[src/rtl/key_pkg.sv]
// Shared key/action definitions: action codes, the ASCII-to-action map and the
// holdoff FSM state type used by key_event_queue and game-logic consumers.
package key_pkg;

    localparam int CODE_W_DEF = 4;

    localparam logic [2:0] KEY_NONE   = 3'd0;
    localparam logic [2:0] KEY_UP     = 3'd1;
    localparam logic [2:0] KEY_DOWN   = 3'd2;
    localparam logic [2:0] KEY_LEFT   = 3'd3;
    localparam logic [2:0] KEY_RIGHT  = 3'd4;
    localparam logic [2:0] KEY_SELECT = 3'd5;
    localparam logic [2:0] KEY_BACK   = 3'd6;

    typedef enum logic {
        HOLD_IDLE,
        HOLD_ACTIVE
    } holdoff_state_e;

    // Case-insensitive: lower/upper ASCII letters differ only in bit 5.
    function automatic logic [2:0] map_key(input logic [7:0] k);
        logic [2:0] code;
        code = KEY_NONE;
        case (k)
            8'h77, 8'h57: code = KEY_UP;
            8'h73, 8'h53: code = KEY_DOWN;
            8'h61, 8'h41: code = KEY_LEFT;
            8'h64, 8'h44: code = KEY_RIGHT;
            8'h20, 8'h7A, 8'h5A: code = KEY_SELECT;
            8'h78, 8'h58: code = KEY_BACK;
            default: code = KEY_NONE;
        endcase
        return code;
    endfunction

endpackage

[src/rtl/event_fifo.sv]
// First-word-fall-through event FIFO with occupancy count and a one-cycle
// overflow pulse when a push is dropped because the FIFO is full.
module event_fifo #(
    parameter int DEPTH  = 4,
    parameter int CODE_W = 4
) (
    input  logic                     clk,
    input  logic                     rst_i,
    input  logic                     push_i,
    input  logic [CODE_W-1:0]        data_i,
    input  logic                     pop_i,
    output logic [CODE_W-1:0]        data_o,
    output logic                     valid_o,
    output logic                     full_o,
    output logic                     overflow_o,
    output logic [$clog2(DEPTH):0]   count_o
);

    localparam int PTR_W = $clog2(DEPTH);
    localparam int CNT_W = PTR_W + 1;

    logic [CODE_W-1:0] mem_q [DEPTH];
    logic [PTR_W-1:0]  wr_ptr_q, wr_ptr_d;
    logic [PTR_W-1:0]  rd_ptr_q, rd_ptr_d;
    logic [CNT_W-1:0]  count_q, count_d;
    logic              overflow_q, overflow_d;
    logic              do_push, do_pop, full;

    assign full    = (count_q == CNT_W'(DEPTH));
    assign valid_o = (count_q != '0);
    assign do_pop  = pop_i && valid_o;
    // A full FIFO still accepts a push when the head leaves in the same cycle.
    assign do_push = push_i && (!full || do_pop);

    always_comb begin
        wr_ptr_d   = wr_ptr_q;
        rd_ptr_d   = rd_ptr_q;
        count_d    = count_q;
        overflow_d = push_i && full && !do_pop;
        if (do_push) wr_ptr_d = wr_ptr_q + 1'b1;
        if (do_pop)  rd_ptr_d = rd_ptr_q + 1'b1;
        case ({do_push, do_pop})
            2'b10:   count_d = count_q + 1'b1;
            2'b01:   count_d = count_q - 1'b1;
            default: count_d = count_q;
        endcase
    end

    always_ff @(posedge clk or posedge rst_i) begin
        if (rst_i) begin
            wr_ptr_q   <= '0;
            rd_ptr_q   <= '0;
            count_q    <= '0;
            overflow_q <= 1'b0;
        end else begin
            wr_ptr_q   <= wr_ptr_d;
            rd_ptr_q   <= rd_ptr_d;
            count_q    <= count_d;
            overflow_q <= overflow_d;
        end
    end

    always_ff @(posedge clk) begin
        if (do_push) mem_q[wr_ptr_q] <= data_i;
    end

    assign data_o     = valid_o ? mem_q[rd_ptr_q] : '0;
    assign full_o     = full;
    assign overflow_o = overflow_q;
    assign count_o    = count_q;

endmodule

[src/rtl/key_event_queue.sv]
// Maps received ASCII keys to action codes and queues them for the game logic.
// Optional duplicate suppression is built only when KEY_HOLDOFF_EN is defined.
module key_event_queue
    import key_pkg::*;
#(
    parameter int DEPTH          = 4,
    parameter int CODE_W         = CODE_W_DEF,
    parameter int HOLDOFF_CYCLES = 5_000_000
) (
    input  logic                   clk,
    input  logic                   reset,
    input  logic [7:0]             key,
    input  logic                   key_valid,
    output logic [CODE_W-1:0]      ev_code,
    output logic                   ev_valid,
    input  logic                   ev_ready,
    output logic                   full,
    output logic                   overflow,
    output logic [$clog2(DEPTH):0] count
);

    if (DEPTH < 2 || DEPTH > 16 || (DEPTH & (DEPTH - 1)) != 0) begin : g_bad_depth
        $error("key_event_queue: DEPTH must be a power of 2 in 2..16");
    end
    if (CODE_W < 3 || HOLDOFF_CYCLES < 2) begin : g_bad_param
        $error("key_event_queue: CODE_W >= 3 and HOLDOFF_CYCLES >= 2 required");
    end

    logic [2:0]        code_raw;
    logic [CODE_W-1:0] code_ext;
    logic              key_hit;
    logic              push;

    assign code_raw = map_key(key);
    assign code_ext = CODE_W'(code_raw);
    assign key_hit  = key_valid && (code_raw != KEY_NONE);

`ifdef KEY_HOLDOFF_EN
    localparam int HCNT_W = $clog2(HOLDOFF_CYCLES);

    holdoff_state_e    state_q, state_d;
    logic [CODE_W-1:0] last_code_q, last_code_d;
    logic [HCNT_W-1:0] hcnt_q, hcnt_d;
    logic              suppress;

    assign suppress = (state_q == HOLD_ACTIVE) && (code_ext == last_code_q);
    assign push     = key_hit && !suppress;

    always_comb begin
        state_d     = state_q;
        last_code_d = last_code_q;
        hcnt_d      = hcnt_q;
        case (state_q)
            HOLD_IDLE: ;
            HOLD_ACTIVE: begin
                if (hcnt_q == '0) state_d = HOLD_IDLE;
                else              hcnt_d  = hcnt_q - 1'b1;
            end
            default: state_d = HOLD_IDLE;
        endcase
        // Any accepted code opens a fresh window, even if the FIFO drops it.
        if (push) begin
            state_d     = HOLD_ACTIVE;
            last_code_d = code_ext;
            hcnt_d      = HCNT_W'(HOLDOFF_CYCLES - 1);
        end
    end

    always_ff @(posedge clk or posedge reset) begin
        if (reset) begin
            state_q     <= HOLD_IDLE;
            last_code_q <= '0;
            hcnt_q      <= '0;
        end else begin
            state_q     <= state_d;
            last_code_q <= last_code_d;
            hcnt_q      <= hcnt_d;
        end
    end
`else
    assign push = key_hit;
`endif

    event_fifo #(
        .DEPTH  (DEPTH),
        .CODE_W (CODE_W)
    ) u_fifo (
        .clk        (clk),
        .rst_i      (reset),
        .push_i     (push),
        .data_i     (code_ext),
        .pop_i      (ev_ready),
        .data_o     (ev_code),
        .valid_o    (ev_valid),
        .full_o     (full),
        .overflow_o (overflow),
        .count_o    (count)
    );

endmodule

[config.mk]
export PLATFORM = sky130hd
export DESIGN_NAME = key_event_queue
export DESIGN_NICKNAME = d
export VERILOG_FILES = /design/src/rtl/key_pkg.sv /design/src/rtl/event_fifo.sv /design/src/rtl/key_event_queue.sv
export SDC_FILE = /design/constraint.sdc
export NUM_CORES = 1
export LEC_CHECK = 0
export CAP_MARGIN = 5
export CELL_PAD_IN_SITES_DETAIL_PLACEMENT = 0
export CELL_PAD_IN_SITES_GLOBAL_PLACEMENT = 1
export CORE_UTILIZATION = 43
export CTS_CLUSTER_DIAMETER = 60
export DETAILED_ROUTE_END_ITERATION = 8
export PLACE_DENSITY_LB_ADDON = 0.1
export REMOVE_ABC_BUFFERS = 1
export SLEW_MARGIN = 20
export SYNTH_ARGS = -nofsm -noshare
export SYNTH_HDL_FRONTEND = slang
export SYNTH_SLANG_ARGS = --single-unit
[constraint.sdc]
create_clock -name clk -period 4.5 [get_ports clk]
set_input_delay 0.675 -clock clk [delete_from_list [all_inputs] [get_ports clk]]
set_output_delay 0.675 -clock clk [all_outputs]
set_load 0.005 [all_outputs]
# ---- Yosys cells after proc, flatten, opt, wreduce, memory -nomap -nowiden
# Memories as Yosys holds them, arrays and structs flattened.
# Cells that the tools add are included.
dict set report totals {
  mem_bits_rw 12
  output_inout_bits 10
  memories 1
  reg_bits 8
}
# memory words width rd rd_ports_with_merged_regs write_ports line_no
set memory_table {}
lappend memory_table {u_fifo.mem_q 4 3 1 0 1 event_fifo.sv:22} ;# logic [CODE_W-1:0] mem_q [DEPTH];
dict set report classes {
  reduce_logical 17
  mux 5
  n_eq_ne 16
  addsub 4
}
# op count
set ops {}
lappend ops {{$eq A8 B7 Y1 const B} 12}
lappend ops {{$pmux W3 S6} 1}
lappend ops {{$reduce_or A2 Y1} 5}
lappend ops {{$eq A8 B6 Y1 const B} 1}
lappend ops {{$pmux W3 S2} 1}
lappend ops {{$reduce_bool A3 Y1} 2}
lappend ops {{$logic_and A1 B1 Y1} 5}
lappend ops {{$add A2 B1 Y2 const B} 2}
lappend ops {{$mux W4} 1}
lappend ops {{$add A3 B1 Y3 const B} 1}
lappend ops {{$eq A3 B3 Y1 const B} 1}
lappend ops {{$reduce_or A3 Y1} 1}
lappend ops {{$sub A3 B1 Y3 const B} 1}
lappend ops {{$eq A2 B1 Y1 const B} 1}
lappend ops {{$eq A2 B2 Y1 const B} 1}
lappend ops {{$logic_not A1 Y1} 2}
lappend ops {{$mux W1} 2}
lappend ops {{$reduce_bool A2 Y1} 1}
lappend ops {{$logic_or A1 B1 Y1} 1}

# ---- Logic depth before layout (Yosys ltp)
dict set report depth {
  ltp_word 8
  ltp_mapped 12
}

# ---- Cells and area by module
# From an unflattened synthesis, not the netlist that was laid out.
dict set report hier_totals {
  hier_cells 109
  area_unflattened_um2 1370.1
}
# mod cells_each instances area_per_inst_um2
set by_module_without_submodules {}
lappend by_module_without_submodules {event_fifo 83 1 1192.4}
lappend by_module_without_submodules {key_event_queue 26 1 177.7}

# ---- Worst setup path before layout
# No wires, ideal clock.
dict set report synth_timing {
  path_type {input to register}
  from {in key[2]}
  to {reg u_fifo.count_q[2], in the netlist u_fifo.count_o[2]}
  path_stages 12
  setup_slack_ns 1.702
  t_arrival_ns 2.672
  path_buffers 1
  path_cell_list {clkbuf_1 or4b_4 a21boi_1 o32a_2 a21oi_4 inv_1 ha_1 inv_1 fa_1 xor2_1 nor2_1 xor2_1}
}
dict set report synth_between {
  elab_chain_cells 8
  word_cells_on_any_way 27
}
# item line_no
set synth_rtl {}
lappend synth_rtl {{from (decl)} key_event_queue.sv:12} ;# input logic [7:0] key,
lappend synth_rtl {{$eq A8 B6 Y1 or $eq A8 B7 Y1 (tied branches)} key_pkg.sv:24} ;# case (k)
lappend synth_rtl {{$reduce_or A3 Y1 or $reduce_or A2 Y1 (tied branches)} key_pkg.sv:24}
lappend synth_rtl {{$pmux W3 S6 (*)} key_pkg.sv:24}
lappend synth_rtl {{$reduce_bool A3 Y1 (*)} key_event_queue.sv:36} ;# assign key_hit = key_valid && (code_raw != KEY_NONE);
lappend synth_rtl {{$logic_and A1 B1 Y1 (*)} key_event_queue.sv:36}
lappend synth_rtl {{$logic_and A1 B1 Y1 (*)} event_fifo.sv:33} ;# assign do_push = push_i && (!full || do_pop);
lappend synth_rtl {{$eq A2 B1 Y1 or $eq A2 B2 Y1 (tied branches)} event_fifo.sv:42} ;# case ({do_push, do_pop})
lappend synth_rtl {{$pmux W3 S2 or $reduce_bool A2 Y1 (tied branches)} --}
lappend synth_rtl {{to (signal assigned)} event_fifo.sv:58} ;# count_q <= count_d;
lappend synth_rtl {{to (decl)} event_fifo.sv:25} ;# logic [CNT_W-1:0] count_q, count_d;
# Mark *: on every way between the ends. The rest lies on a longest branch, timed or not.
# A chain may end at the register's enable or synchronous reset.

# ---- Final worst setup path
dict set report layout_timing {
  from {in key[1]}
  to {reg u_fifo.count_q[2], in the netlist u_fifo.count_o[2]}
}
# Same word-level chain as after synthesis.

==> key figures <==
Global route
  • Initial antenna violation count: 0
  • GR Util met1: 19.6%
  • Met3 Usage GRT: 5.17%
  • Most Crowded Layer GR: met2
  • M2 GR Usage: 25.8%
  • First-pass GRT wire length: 3100 um
  • Gr usage total: 15.9%
  • Number of global-route vias before repair: 692
  • Pin count of the biggest net entering global routing: 13
  • Grt ovf: 0

Power and ir drop
  • Leakage: 0.545 nW
  • Switching Fraction: 28.7%
  • Clk pwr share: 21.5%
  • Cell internal pwr: 480 uW
  • Sw Pwr: 193 uW
  • Maximum vdd drop: 0.302 mV
  • Sequential power share: 40.4%
  • Logic pwr share: 38.1%
  • Design Power: 672 uW
  • Pwr Density: 482 mW/mm2

Clock tree
  • Clk slew on worst S/H paths: 0.12 ns
  • CTS buffer count: 3
  • Clock Sinks: 20
  • Post-CTS setup buffer count: 0
  • Post_cts resized: 0
  • Worst-Skew Late Latency: 0.30 ns
  • CTS root buf: clkbuf_4
  • Cts hold-fix bufs: 0
  • Clock Tree Buf Depth: 2
  • Clock tree from TritonCTS: yes
  • H-tree level count: 1

Drt
  • WL/cell: 13.0 um
  • # DRC: 0
  • Final ANT Viol Nets: 0
  • First-pass iteration count of the detailed router: 3
  • Via density: 5.14
  • Vias: 750
  • Routed wire length: 1890 um
  • Initial detailed-routing violation count: 7

Synth
  • Area leader, netlist: edfxtp_1
  • Syn Area/Cell: 11.8 um2
  • Sequential element share of the synthesized area: 49.6%
  • Top cell type's share of synthesized area: 31.9%
  • Synth Warn #: 0
  • Post-synth EDFFs: 12
  • Async set-reset flop share out of synthesis: 40.0%
  • Gate Count Post-Synth: 96
  • Post-synthesis register bit count: 20
  • Synth cell types: 36
  • Top post-synthesis cells by area: edfxtp_1, dfrtp_1, mux4_2, ha_1, and2_1
  • Top FF cell, synth: edfxtp_1
  • Post-Syn Area: 0.00113 mm2

Placed design
  • Post-DP HPWL: 1480 um
  • Dpl ws: 1.08 ns
  • Port bufs: 20
  • Routability cong.: 0.711

Worst hold path
  • Worst Hold End: u_fifo.count_o[2]
  • Hold Crit Depth: 1
  • Hold Startpoint: u_fifo.count_o[2]
  • Worst hold-check path type: reg2reg

STA
  • Crit share post-route: 69.3%
  • Setup-failing EPs final: 0
  • Max Clk Rate: 321 MHz
  • Final Skew: 0.00561 ns
  • Total negative slack: 0 ns
  • Hold Slack: 0.521 ns
  • Final Max Tran Viols: 0
  • Crit path time final: 3.12 ns
  • Setup ws final: 1.38 ns
  • Fin. Hold Viols: 0
  • RSZ-0062 raised after global routing: no

Worst setup path
  • Setup crit end kind: flip-flop
  • FF-to-FF End: u_fifo.count_o[2]
  • Setup CP Type: in2reg
  • Reg2reg setup slack: 2.24 ns
  • CP Depth: 12
  • Largest fanout on the critical path: 9
  • Slowest stage delay, CP: 0.58 ns
  • Worst EP required: 4.69 ns
  • Critical path arrival: 3.31 ns
  • Slowest cell on the critical path: or4b_4
  • Crit path buf inv count: 3
  • Worst Setup Start Kind: input port
  • Reg2reg path depth: 11
  • Critical path's top delay family: buffers and inverters
  • Critical-path cell list: clkdlybuf4s50_1 -> or4b_4 -> a21boi_1 -> o32a_2 -> a21oi_4 -> inv_1 -> ha_1 -> inv_1 -> fa_1 -> xor2_1 -> nor2_1 -> xor2_1
  • FF-to-FF Start: u_fifo.count_o[0]

Layout
  • Antenna fix cells: 0
  • Filler cells: 229
  • Final net count: 135
  • Most common cell after layout, fill and taps aside: clkdlybuf4s50_1
  • Layout cells sized above 1: 12.1%
  • Sequential cell area: 561 um2
  • Area of the multi-input gates: 510 um2
  • Final core occ: 56.3%
  • Most frequent cells in the layout: clkdlybuf4s50_1, edfxtp_1, inv_1
  • Area grow syn2layout: 23.3%

Floorplanning
  • Die span in x: 53.3 um
  • Row count: 18
  • Io pins: 22
  • Core area: 0.00248 mm2
  • Initial core utilization: 45.7%
  • Die area: 0.00284 mm2
  • Die H: 53.3 um

Run
  • MaxCap Viol Count: 0

Outcome
  • Status: complete, no violations
power groups by stage:
stage | combinational [mW] | sequential (mW) | clock [mW]
global placement | 0.252 | 0.275 | 0
detailed placement | 0.258 | 0.278 | 0
finish | 0.256 | 0.272 | 0.144
floorplan | 0.147 | 0.268 | 0
global route | 0.289 | 0.282 | 0.157
CTS | 0.261 | 0.273 | 0.147
metrics by stage:
| step | cell area, um2 | instances |
|---|---|---|
| 3_5_place_dp | 1340 | 142 |
| 6_report | 1400 | 146 |
| 4_1_cts | 1400 | 146 |
| 3_3_place_gp | 1340 | 142 |
| 2_1_floorplan | 1100 | 92 |
| 5_1_grt | 1400 | 146 |
cell usage after synthesis, types with 3 or more instances:
cell	number
and2_1	8
xor2_1	3
ha_1	5
mux4_2	3
dfrtp_1	8
nand2_1	7
nor2_1	7
xnor2_1	3
inv_1	9
o21ai_0	4
edfxtp_1	12
flip-flops by register name, indices dropped and copies added, names as in the netlist:
register,cells
u_fifo.rd_ptr_q,2
u_fifo.mem_q,12
u_fifo.wr_ptr_q,2
u_fifo.overflow_o,1
u_fifo.count_o,3
logic make-up after synthesis:
kind of cell               after synthesis  synth area share, %
other                                    1                0.332
buffers and inverters                   13                 5.31
muxes                                    5                 8.19
AOI/OAI and AO/OA                       12                 8.63
adders and majority gates                6                 7.30
DFF                                     20                 49.6
xor gates and xnor gates                 6                 4.65
and+or+nand+nor                         33                 16.0
metal layers:
| metal | routed length [um] | vias to the layer above |
|---|---|---|
| li1 | - | 370 |
| met1 | 872 | 364 |
| met2 | 944 | 14 |
| met3 | 61 | 2 |
| met4 | 15 | 0 |
| met5 | 0 | - |
how the worst max path moves through the flow:
stage | from | to | slack (ns)
final | key[1] | u_fifo.count_o[2] | 1.38
after detailed placement | key[1] | u_fifo.count_o[2] | 1.08
after CTS | key[1] | u_fifo.count_o[2] | 1.35
after floorplan | key[1] | u_fifo.count_o[2] | 1.83
after global placement | key[1] | u_fifo.count_o[2] | 1.13
after global routing | key[1] | u_fifo.count_o[2] | 1.24
layout make-up:
type / count / share of cell area [%]
Timing Repair Buffer: 20 / 14.3
Clock inverter: 1 / 2.15
Clock buffer: 3 / 1.61
Tap cell: 30 / 2.69
Multi-Input combinational cell: 63 / 36.6
Inverter: 9 / 2.42
Sequential cell: 20 / 40.2
Power figures use the tool's default switching activity.
